File: config.mk
export PLATFORM = sky130hd
export DESIGN_NAME = seq_binary_mac
export DESIGN_NICKNAME = d
export VERILOG_FILES = /design/src/rtl/seq_binary_mac_pkg.sv /design/src/rtl/binary_chunk_sum.sv /design/src/rtl/seq_binary_mac.sv
export SDC_FILE = /design/constraint.sdc
export NUM_CORES = 1
export LEC_CHECK = 0
export ABC_AREA = 1
export CAP_MARGIN = 20
export CORE_MARGIN = 5
export CORE_UTILIZATION = 46
export DETAILED_ROUTE_END_ITERATION = 8
export PLACE_DENSITY = 0.73
export SYNTH_ARGS = -nofsm -noshare
export SYNTH_HDL_FRONTEND = slang
export SYNTH_SLANG_ARGS = --single-unit
File: constraint.sdc
create_clock -name clk -period 1.9 [get_ports clk]
set_input_delay 0.38 -clock clk [delete_from_list [all_inputs] [get_ports clk]]
set_output_delay 0.38 -clock clk [all_outputs]
set_load 0.02 [all_outputs]
File: src/rtl/seq_binary_mac_pkg.sv
// Shared types, lane-contribution encoding and width helper for seq_binary_mac.
package seq_binary_mac_pkg;

  typedef enum logic [1:0] {
    IDLE  = 2'd0,
    ACCUM = 2'd1,
    FLUSH = 2'd2,
    DONE  = 2'd3
  } state_t;

  localparam logic signed [1:0] LANE_POS  = 2'sb01;
  localparam logic signed [1:0] LANE_ZERO = 2'sb00;
  localparam logic signed [1:0] LANE_NEG  = 2'sb11;

  // Chunk sum needs N_STAGE+2 bits; each doubling of chunk count adds one bit.
  function automatic int acc_width(input int n_stage, input int n_chunks);
    return n_stage + 2 + $clog2(n_chunks);
  endfunction

endpackage

File: src/rtl/binary_chunk_sum.sv
// Lane decoders (spike x, binary weight w) feeding a log2 adder tree that
// produces the signed N_STAGE+2-bit sum of one chunk.
module binary_chunk_sum
  import seq_binary_mac_pkg::*;
#(
  parameter int N_STAGE = 6,
  localparam int LANES = 2 ** N_STAGE,
  localparam int SW = N_STAGE + 2
) (
  input  logic [LANES-1:0]     x,
  input  logic [LANES-1:0]     w,
  output logic signed [SW-1:0] chunk_sum
);

  logic signed [SW-1:0] tree [N_STAGE+1][LANES];
  logic signed [1:0]    lane;

  always_comb begin
    lane = LANE_ZERO;
    for (int s = 0; s <= N_STAGE; s++) begin
      for (int i = 0; i < LANES; i++) begin
        tree[s][i] = '0;
      end
    end
    for (int i = 0; i < LANES; i++) begin
      lane = x[i] ? (w[i] ? LANE_POS : LANE_NEG) : LANE_ZERO;
      tree[0][i] = SW'(lane);
    end
    // Level s+1 holds half as many partial sums as level s.
    for (int s = 0; s < N_STAGE; s++) begin
      for (int i = 0; i < (LANES >> (s + 1)); i++) begin
        tree[s+1][i] = tree[s][2*i] + tree[s][2*i+1];
      end
    end
  end

  assign chunk_sum = tree[N_STAGE][0];

endmodule

File: src/rtl/seq_binary_mac.sv
// Sequential signed binary dot product over N_CHUNKS beats of LANES lanes.
// Optional macro SEQ_BINARY_MAC_PIPE_EN registers the chunk sum and adds a FLUSH state.
module seq_binary_mac
  import seq_binary_mac_pkg::*;
#(
  parameter int N_STAGE = 6,
  parameter int N_CHUNKS = 4,
  localparam int LANES = 2 ** N_STAGE,
  localparam int ACC_W = acc_width(N_STAGE, N_CHUNKS)
) (
  input  logic             clk,
  input  logic             reset,
  input  logic             start,
  input  logic             in_valid,
  output logic             in_ready,
  input  logic [LANES-1:0] w,
  input  logic [LANES-1:0] x,
  output logic             out_valid,
  input  logic             out_ready,
  output logic [ACC_W-1:0] sum_out,
  output logic             busy,
  output logic [1:0]       dbg_state
);

  // Handshakes: a beat transfers on a clock edge where in_valid && in_ready;
  // a result transfers where out_valid && out_ready. Valid/data hold until taken.
  localparam int CSW = N_STAGE + 2;
  localparam int CNT_W = (N_CHUNKS > 1) ? $clog2(N_CHUNKS) : 1;
  localparam logic [CNT_W-1:0] LAST_CNT = CNT_W'(N_CHUNKS - 1);

  state_t                  state, state_nxt;
  logic [CNT_W-1:0]        cnt;
  logic signed [ACC_W-1:0] acc, acc_sum;
  logic signed [CSW-1:0]   chunk_sum, add_val;
  logic                    accept, last_beat, add_en;

  binary_chunk_sum #(.N_STAGE(N_STAGE)) u_chunk (
    .x        (x),
    .w        (w),
    .chunk_sum(chunk_sum)
  );

  assign accept    = (state == ACCUM) && in_valid;
  assign last_beat = accept && (cnt == LAST_CNT);

`ifdef SEQ_BINARY_MAC_PIPE_EN
  logic signed [CSW-1:0] pipe_sum;
  logic                  pipe_valid;

  always_ff @(posedge clk or posedge reset) begin
    if (reset) begin
      pipe_sum   <= '0;
      pipe_valid <= 1'b0;
    end else begin
      pipe_valid <= accept;
      if (accept) pipe_sum <= chunk_sum;
    end
  end

  assign add_val = pipe_sum;
  assign add_en  = pipe_valid;
`else
  assign add_val = chunk_sum;
  assign add_en  = accept;
`endif

  assign acc_sum = acc + ACC_W'(add_val);

  always_comb begin
    state_nxt = state;
    case (state)
      IDLE:  if (start) state_nxt = ACCUM;
`ifdef SEQ_BINARY_MAC_PIPE_EN
      ACCUM: if (last_beat) state_nxt = FLUSH;
`else
      ACCUM: if (last_beat) state_nxt = DONE;
`endif
      FLUSH: state_nxt = DONE;
      DONE:  if (out_ready) state_nxt = IDLE;
      default: state_nxt = IDLE;
    endcase
  end

  always_ff @(posedge clk or posedge reset) begin
    if (reset) begin
      state   <= IDLE;
      acc     <= '0;
      cnt     <= '0;
      sum_out <= '0;
    end else begin
      state <= state_nxt;
      if (state == IDLE && start) begin
        acc <= '0;
        cnt <= '0;
      end else begin
        if (add_en) acc <= acc_sum;
        if (accept) cnt <= cnt + CNT_W'(1);
      end
      // The final addition always lands on the DONE-entry edge.
      if (state_nxt == DONE && state != DONE) sum_out <= acc_sum;
    end
  end

  assign in_ready  = (state == ACCUM);
  assign out_valid = (state == DONE);
  assign busy      = (state != IDLE);
  assign dbg_state = state;

endmodule
==> key figures, run 1 <==
Run status
  • Status: complete, but fails checks
  • Failing checks: negative setup slack

STA
  • Worst-Margin Slew: approximately 370 ps
  • Peak Freq: between 100 and 150 MHz
  • Final worst slack: -5410 ps
  • Final min period: 7310 ps
  • RSZ-0062 raised after global routing: true
  • Fin crit share: 3.85
  • Max_slew headroom: 0.751
  • Layout Skew: about 4.5 ps
  • # setup viols final: 20
  • Final Max Tran Viols: 0
  • Final Hold Fails: 0

Synthesis
  • Syn Inst Count: 787
  • Post-synth top area cell: fa_1
  • Synth warn: 0
  • Synth top area cells: fa_1 (49%), inv_1 (17%), ha_1 (12%), dfrtp_1 (8.5%), nand2_1 (4.9%)
  • Mapped Nets: between 1000 and 1500
  • Top cell type's share of synthesized area: 0.487
  • Avg Synthesized Cell Area: between 8 and 9 µm²
  • Netlist cell types: 29
  • Share of the yosys chip area belonging to registers: 0.0850
  • Number of synthesized register bits: 24
  • Mapped cell area: slightly above 7000 µm²

Worst setup path
  • Instance count on the critical path: 29
  • Top cell by count, worst path: fa_1
  • Critical-path maximum fanout: 4
  • R2R Path End: sum_out[6]$_DFFE_PP0P_
  • Critical path's slowest cell: fa_2
  • R2r startpoint: acc[0]$_DFFE_PP0P_
  • CP Capture Type: flip-flop
  • Reg2reg path depth: 8
  • Critical Path Source Type: primary input
  • CP required: between 2000 and 2500 ps
  • CP endpoint: acc[8]$_DFFE_PP0P_
  • CP bufs+invs: 9
  • Setup crit start: x[9]
  • Delay-heaviest family, CP: adder cells
  • Arr. time, crit path: approximately 7500 ps
  • Critical Path Max Stage Delay: approximately 570 ps
  • Worst R2R Setup Slack: ~90 ps
  • WS Path Type: in -> reg

Global route
  • Largest net degree at the start of global routing: 25
  • Vias in the first global route: ~6300
  • First-pass GRT wire length: between 20 and 30 mm
  • All-layer global routing usage: 0.188
  • Initial antenna violation count: 0
  • Remaining Overflow, GRT: 0

Clock network
  • Clk_lat worst skew: about 260 ps
  • CTS max path bufs: 2
  • Htree depth: 1
  • Root Buffer: clkbuf_16
  • CTS Sinks: 24
  • Worst-path clk slew: ~70 ps
  • CTS tree: built
  • Number of CTS-inserted buffers: 3

Route
  • Initial DRC count: ~140
  • Via Count: between 5000 and 6000
  • Remaining antenna violation count after routing: 0
  • Drt pass-1 iters: 4
  • DRC errors left: 0
  • Final wirelength: about 16 mm
  • Vias/cell: 4.51
  • Wire per inst: approximately 13 µm

Finish
  • Synthesis-to-layout area growth: 48.8%
  • Leading cell type in the layout, fill and taps excluded: inv_1
  • Area of the multi-input gates: 6400 µm²
  • Design area: between 10000 and 15000 µm²
  • Sequential cell area: ~600 µm²
  • Most frequent cells in the layout: inv_1 (209), fa_1 (107), inv_2 (102)
  • Layout cell share with drive strength beyond 1: 0.480
  • Nets: roughly 1400
  • Ant. Diodes: 0
  • Filler cells: between 1000 and 1500

Placed design
  • Area post-placement: between 9000 and 10000 µm²
  • Buffers on Ports: between 100 and 150
  • Gpl congestion: approximately 0.84
  • Detail Placement HPWL: about 13 mm

Hold path
  • Hold Crit Class: in -> async

Floorplanning
  • Initial core utilization: 0.467
  • Die area: about 18000 µm²
  • Core region area: between 15000 and 20000 µm²
  • Chip Height: roughly 130 µm
  • Die extent in x: 134 µm
  • # IOs: ~150
  • Row Count: 45

Flow run
  • Maximum Capacitance Violations: 0
[registers in the layout (all words and copies together), names as in the netlist]
signal / count
dbg_state: 2
acc: 10
cnt: 2
sum_out: 10
[area by class of cell]
type                    count  area share
clock buffers               3     0.00714
well taps                 188      0.0224
flip-flops and latches     24      0.0571
clock inverters             1     0.00286
repair buffers            230       0.186
multi-input cells         444       0.608
inverters                 317       0.116
[synthesized netlist by cell type]
cell type	n
inv_2	2
ha_1	66
buf_6	1
o211ai_1	2
o22ai_1	1
nand4_1	1
nor2_2	1
nand3_1	13
o21ai_0	8
nand2_1	93
o21a_1	1
xor2_1	7
nand2_2	7
xnor2_1	2
fa_1	172
a21oi_1	13
inv_4	1
o31ai_1	2
buf_2	1
nor3_1	1
inv_1	314
o21ai_1	4
nand3_2	4
o21ai_2	2
nand3b_1	4
nor3_2	1
a22o_1	4
dfrtp_1	24
nor2_1	35
[timing repair]
| item | in CTS | in global routing |
|---|---|---|
| endpoints found under the setup margin | 20 | 22 |
| hold buffers | 0 | 0 |
| buffers inserted | 29 | 9 |
| gates resized for setup | 556 | 64 |
| pin swaps | 187 | 76 |
[metal layers]
layer  global-route usage  up-vias  part of all wire
met5                    0        -                 0
met4               0.0234        0             0.011
met3               0.0199       16             0.049
met2                0.355      120              0.54
met1                0.240     2714              0.40
li1                     -     2596                 -
[worst min path at each step]
stage                                       from                endpoint  slack (ps)  depth (start not counted)
after detailed placement  sum_out[4]$_DFFE_PP0P_  sum_out[4]$_DFFE_PP0P_         470                          2
after global routing                       reset  sum_out[6]$_DFFE_PP0P_         490                          3
after global placement    sum_out[1]$_DFFE_PP0P_  sum_out[1]$_DFFE_PP0P_         460                          2
final                                      reset  sum_out[6]$_DFFE_PP0P_         460                          3
after floorplan                            reset      acc[0]$_DFFE_PP0P_         390                          1
after CTS                                  reset  sum_out[6]$_DFFE_PP0P_         480                          3
[stage by stage]
stage	TNS [ps]	hold slack, ps	setup slack [ps]	instances	util
finish	-90620	460	-5410	1207	0.694
global route	-94900	494	-5660	1207	0.694
floorplan	-85350	395	-5040	787	-
detailed placement	-104130	468	-6010	1166	0.635
global placement	-102750	465	-5880	1166	0.635
CTS	-89880	475	-5320	1199	0.683
[cells by family after synthesis]
family	Yosys count	synth area share
simple gates	160	0.0972
xor+xnor	9	0.0112
buf+inv	319	0.171
flops	24	0.0850
fa+ha+maj	238	0.604
compound gates	37	0.0313
[worst min-delay path: stages]
cell	delay, ps
clkdlybuf4s50_1	390
inv_1	50
buf_4	290
Power of run 1 is not shown: default switching activity piles up to over one toggle a cycle in this logic, so the estimate is an artifact.
==> run 2, diff against run 1 <==
--- a/config.mk
+++ b/config.mk
@@ -10,7 +10,7 @@
 export CORE_MARGIN = 5
 export CORE_UTILIZATION = 46
 export DETAILED_ROUTE_END_ITERATION = 8
-export PLACE_DENSITY = 0.73
+export PLACE_DENSITY = 0.81
 export SYNTH_ARGS = -nofsm -noshare
 export SYNTH_HDL_FRONTEND = slang
 export SYNTH_SLANG_ARGS = --single-unit
==> key figures, run 2 (synthesized netlist as in run 1, its figures left out) <==
Worst setup path
  • Top cell by count, worst path: fa_1
  • Delay-heaviest family, CP: adder cells
  • Critical Path Source Type: primary input
  • R2R Path End: sum_out[6]$_DFFE_PP0P_
  • WS Path Type: in -> reg
  • Critical Path Max Stage Delay: between 600 and 700 ps
  • CP bufs+invs: 7
  • Arr. time, crit path: between 7000 and 8000 ps
  • Worst R2R Setup Slack: approximately 100 ps
  • Instance count on the critical path: 31
  • Reg2reg path depth: 8
  • Critical path's slowest cell: fa_2
  • CP Capture Type: flip-flop
  • CP required: around 2000 ps
  • R2r startpoint: acc[0]$_DFFE_PP0P_
  • Critical-path maximum fanout: 5

STA
  • # setup viols final: 20
  • Fin crit share: 3.89
  • Worst-Margin Slew: about 330 ps
  • Layout Skew: 0.947 ps
  • RSZ-0062 raised after global routing: true
  • Final min period: ~7400 ps
  • Max_slew headroom: 0.779
  • Peak Freq: 135 MHz
  • Setup_tns: -92000 ps
  • Final Hold Fails: 0
  • Final worst slack: -5500 ps
  • Final Max Tran Viols: 0

Route
  • DRC errors left: 0
  • Remaining antenna violation count after routing: 0
  • Vias/cell: roughly 4.6
  • Via Count: between 5000 and 6000
  • Wire per inst: ~14 µm
  • Final wirelength: 17.4 mm
  • Drt pass-1 iters: 4
  • Initial DRC count: 149

Floorplanning
  • Core region area: 15100 µm²
  • # IOs: between 100 and 150
  • Chip Height: roughly 130 µm
  • Row Count: 45
  • Initial core utilization: 0.467
  • Die area: about 18000 µm²
  • Die extent in x: around 130 µm

Clock network
  • Root Buffer: clkbuf_16
  • Clk_lat worst skew: around 250 ps
  • Number of CTS-inserted buffers: 3
  • Worst-path clk slew: approximately 60 ps
  • CTS Sinks: 24
  • Htree depth: 1
  • CTS Hold Bufs: 0
  • CTS tree: built
  • CTS max path bufs: 2

Global route
  • Remaining Overflow, GRT: 0
  • Largest net degree at the start of global routing: 25
  • All-layer global routing usage: 0.197
  • Initial antenna violation count: 0
  • Vias in the first global route: about 6600
  • First-pass GRT wire length: 29.4 mm

Placed design
  • Detail Placement HPWL: between 10 and 15 mm
  • Gpl congestion: approximately 0.89
  • Buffers on Ports: about 150

Finish
  • Finished Core Util: 0.706
  • Layout cell share with drive strength beyond 1: 0.504
  • Most frequent cells in the layout: inv_1 (204), fa_1 (106), inv_2 (102)
  • Leading cell type in the layout, fill and taps excluded: inv_1
  • Biggest regs: acc (10), sum_out (10)
  • Nets: between 1000 and 1500
  • Ant. Diodes: 0
  • Synthesis-to-layout area growth: 51.4%

Run status
  • Failing checks: negative setup slack
  • Status: complete, but fails checks

Flow run
  • Maximum Capacitance Violations: 0

Hold path
  • Hold Crit Class: in -> async
-- run 2: area by class of cell --
class	instances	area, µm²
Sequential cell	24	601
Clock buffer	3	75.1
Timing Repair Buffer	235	1970
Inverter	317	1230
Fill cell	1044	4450
Multi-Input combinational cell	444	6580
Tap cell	188	235
-- run 2: routing by layer --
| layer | up-vias | track usage | part of all wire |
|---|---|---|---|
| li1 | 2610 | - | - |
| met5 | - | 0 | 0 |
| met2 | 130 | 0.388 | 0.57 |
| met1 | 2769 | 0.234 | 0.37 |
| met4 | 0 | 0.0326 | 0.018 |
| met3 | 26 | 0.0214 | 0.041 |
-- run 2: tightest hold or removal path, stage by stage --
cell and delay, ps:
clkdlybuf4s50_1 390, inv_1 50, buf_4 290
-- run 2: repair_timing --
action                     CTS  global route
gates resized for setup    569           105
setup endpoints to repair   20            22
setup buffers               32            12
pin swaps                  185            90
-- run 2: worst max-delay path by stage --
stage	startpoint	to
finish	x[9]	acc[9]$_DFFE_PP0P_
global route	w[32]	sum_out[9]$_DFFE_PP0P_
CTS	x[8]	sum_out[9]$_DFFE_PP0P_
detailed placement	x[52]	acc[9]$_DFFE_PP0P_
global placement	x[24]	sum_out[9]$_DFFE_PP0P_
floorplan	x[8]	acc[9]$_DFFE_PP0P_
-- run 2: through the flow --
step	cells	setup slack (ps)	hold WS, ps	cell area (µm²)
2_1_floorplan	787	-5040	395	7570
3_3_place_gp	1166	-5920	464	9620
3_5_place_dp	1166	-6060	467	9620
4_1_cts	1201	-5360	482	10500
5_1_grt	1211	-5760	506	10700
6_report	1211	-5500	471	10700
Power of run 2 is left out for the same reason.
==> run 3, diff against run 2 <==
--- a/config.mk
+++ b/config.mk
@@ -11,6 +11,7 @@
 export CORE_UTILIZATION = 46
 export DETAILED_ROUTE_END_ITERATION = 8
 export PLACE_DENSITY = 0.81
+export RECOVER_POWER = 100
 export SYNTH_ARGS = -nofsm -noshare
 export SYNTH_HDL_FRONTEND = slang
 export SYNTH_SLANG_ARGS = --single-unit
==> key figures, run 3 (synthesized netlist as in run 1, its figures left out) <==
Run status
  • Status: complete, but fails checks
  • Failing checks: negative setup slack

Global route
  • First-pass GRT wire length: slightly below 30 mm
  • Remaining Overflow, GRT: 0
  • Largest net degree at the start of global routing: 25
  • Initial antenna violation count: 0
  • All-layer global routing usage: 0.197
  • Vias in the first global route: 6596

Worst setup path
  • Critical Path Max Stage Delay: about 600 ps
  • R2r startpoint: acc[0]$_DFFE_PP0P_
  • WS Path Type: in -> reg
  • Top cell by count, worst path: fa_1
  • Critical-path maximum fanout: 5
  • Delay-heaviest family, CP: adder cells
  • CP required: around 2000 ps
  • CP bufs+invs: 7
  • Critical path's slowest cell: fa_2
  • CP Capture Type: flip-flop
  • Critical Path Source Type: primary input
  • Arr. time, crit path: 7540 ps
  • Setup crit start: x[9]

Clock network
  • Htree depth: 1
  • Number of CTS-inserted buffers: 3
  • Worst-path clk slew: 60 ps
  • CTS Sinks: 24
  • CTS Hold Bufs: 0
  • CTS tree: built
  • CTS max path bufs: 2
  • Root Buffer: clkbuf_16
  • Clk_lat worst skew: roughly 250 ps

STA
  • Final worst slack: -5490 ps
  • # setup viols final: 20
  • Worst-Margin Slew: between 500 and 600 ps
  • Final Max Tran Viols: 0
  • Final min period: roughly 7400 ps
  • RSZ-0062 raised after global routing: true
  • Fin crit share: 3.89
  • Layout Skew: between 1 and 1.5 ps
  • Setup_tns: -92020 ps
  • Final Hold Fails: 0
  • Peak Freq: around 140 MHz
  • Max_slew headroom: 0.602

Finish
  • Ant. Diodes: 0
  • Leading cell type in the layout, fill and taps excluded: inv_1
  • Layout cell share with drive strength beyond 1: 0.502
  • Most frequent cells in the layout: inv_1 (204), fa_1 (106), inv_2 (102)
  • Biggest regs: acc (10), sum_out (10)
  • Nets: ~1400
  • Synthesis-to-layout area growth: 51.1%
  • Filler cells: between 1000 and 1500

Route
  • Drt pass-1 iters: 4
  • Vias/cell: ~4.6
  • Final wirelength: ~17 mm
  • Wire per inst: 14.3 µm
  • Via Count: 5537
  • Initial DRC count: roughly 150
  • Remaining antenna violation count after routing: 0
  • DRC errors left: 0

Floorplanning
  • Die extent in x: about 130 µm
  • Row Count: between 40 and 50
  • Core region area: ~15000 µm²
  • # IOs: 148
  • Chip Height: around 130 µm
  • Initial core utilization: 0.467
  • Die area: ~18000 µm²

Hold path
  • Worst Min Path Start: sum_out[4]$_DFFE_PP0P_
  • Hold Crit Class: reg -> reg

Flow run
  • Maximum Capacitance Violations: 0

Placed design
  • Buffers on Ports: around 150
  • Detail Placement HPWL: approximately 13 mm
  • Gpl congestion: ~0.89
run 3: cell count changes in the layout (fill, tap and decap cells not counted), sizes merged:
cell           before  now
buf               148  146
clkbuf             15   19
clkdlybuf4s50      25   11
dlygate4sd3         0   14
dlymetal6s2s        2    0
run 3: worst paths after layout:
| check | slack, ps | end | cells after the start |
|---|---|---|---|
| max reg2reg | 100 | acc[6]$_DFFE_PP0P_ | 8 |
| max in group asynchronous | 800 | acc[0]$_DFFE_PP0P_ | 3 |
| max | -5490 | acc[9]$_DFFE_PP0P_ | 31 |
| min | 480 | sum_out[4]$_DFFE_PP0P_ | 2 |
| min in group asynchronous | 710 | sum_out[9]$_DFFE_PP0P_ | 3 |
| min reg2reg | 480 | sum_out[4]$_DFFE_PP0P_ | 2 |
run 3: worst register-to-register path, stage by stage, from the launching register on:
cell and delay (ps):
dfrtp_1 410, ha_4 180, fa_1 430, nand3_4 110, nand2_4 60, a21oi_2 130
o21ai_2 80, xor2_2 200, o21ai_1 80
run 3: layout make-up:
type / count / area (µm²) / share of cell area
Inverter: 317 / 1230 / 0.115
Sequential cell: 24 / 601 / 0.0563
Multi-Input combinational cell: 444 / 6580 / 0.617
Timing Repair Buffer: 235 / 1950 / 0.183
Clock buffer: 3 / 75.1 / 0.00703
Tap cell: 188 / 235 / 0.0220
run 3: layer usage:
layer  global-route usage  vias up  share of wire
li1                     -     2610              -
met1                0.234     2765           0.37
met2                0.388      134           0.57
met3               0.0214       28          0.042
met4               0.0326        0          0.018
met5                    0        -              0
run 3: what timing repair did:
action                                  4_1_cts  5_1_grt
pin swaps                                   185       90
setup buffers                                32       12
endpoints found under the hold margin         0        0
gates resized for setup                     569      105
endpoints found under the setup margin       20       22
run 3: metrics by stage:
step / util / setup slack, ps / hold WS (ps) / area (µm²) / cells
after floorplan: - / -5040 / 395 / 7570 / 787
after detailed placement: 0.635 / -6060 / 467 / 9620 / 1166
after CTS: 0.691 / -5360 / 482 / 10500 / 1201
after global placement: 0.635 / -5920 / 464 / 9620 / 1166
final: 0.705 / -5490 / 482 / 10700 / 1211
after global routing: 0.705 / -5760 / 517 / 10700 / 1211
Power of run 3 is left out for the same reason.
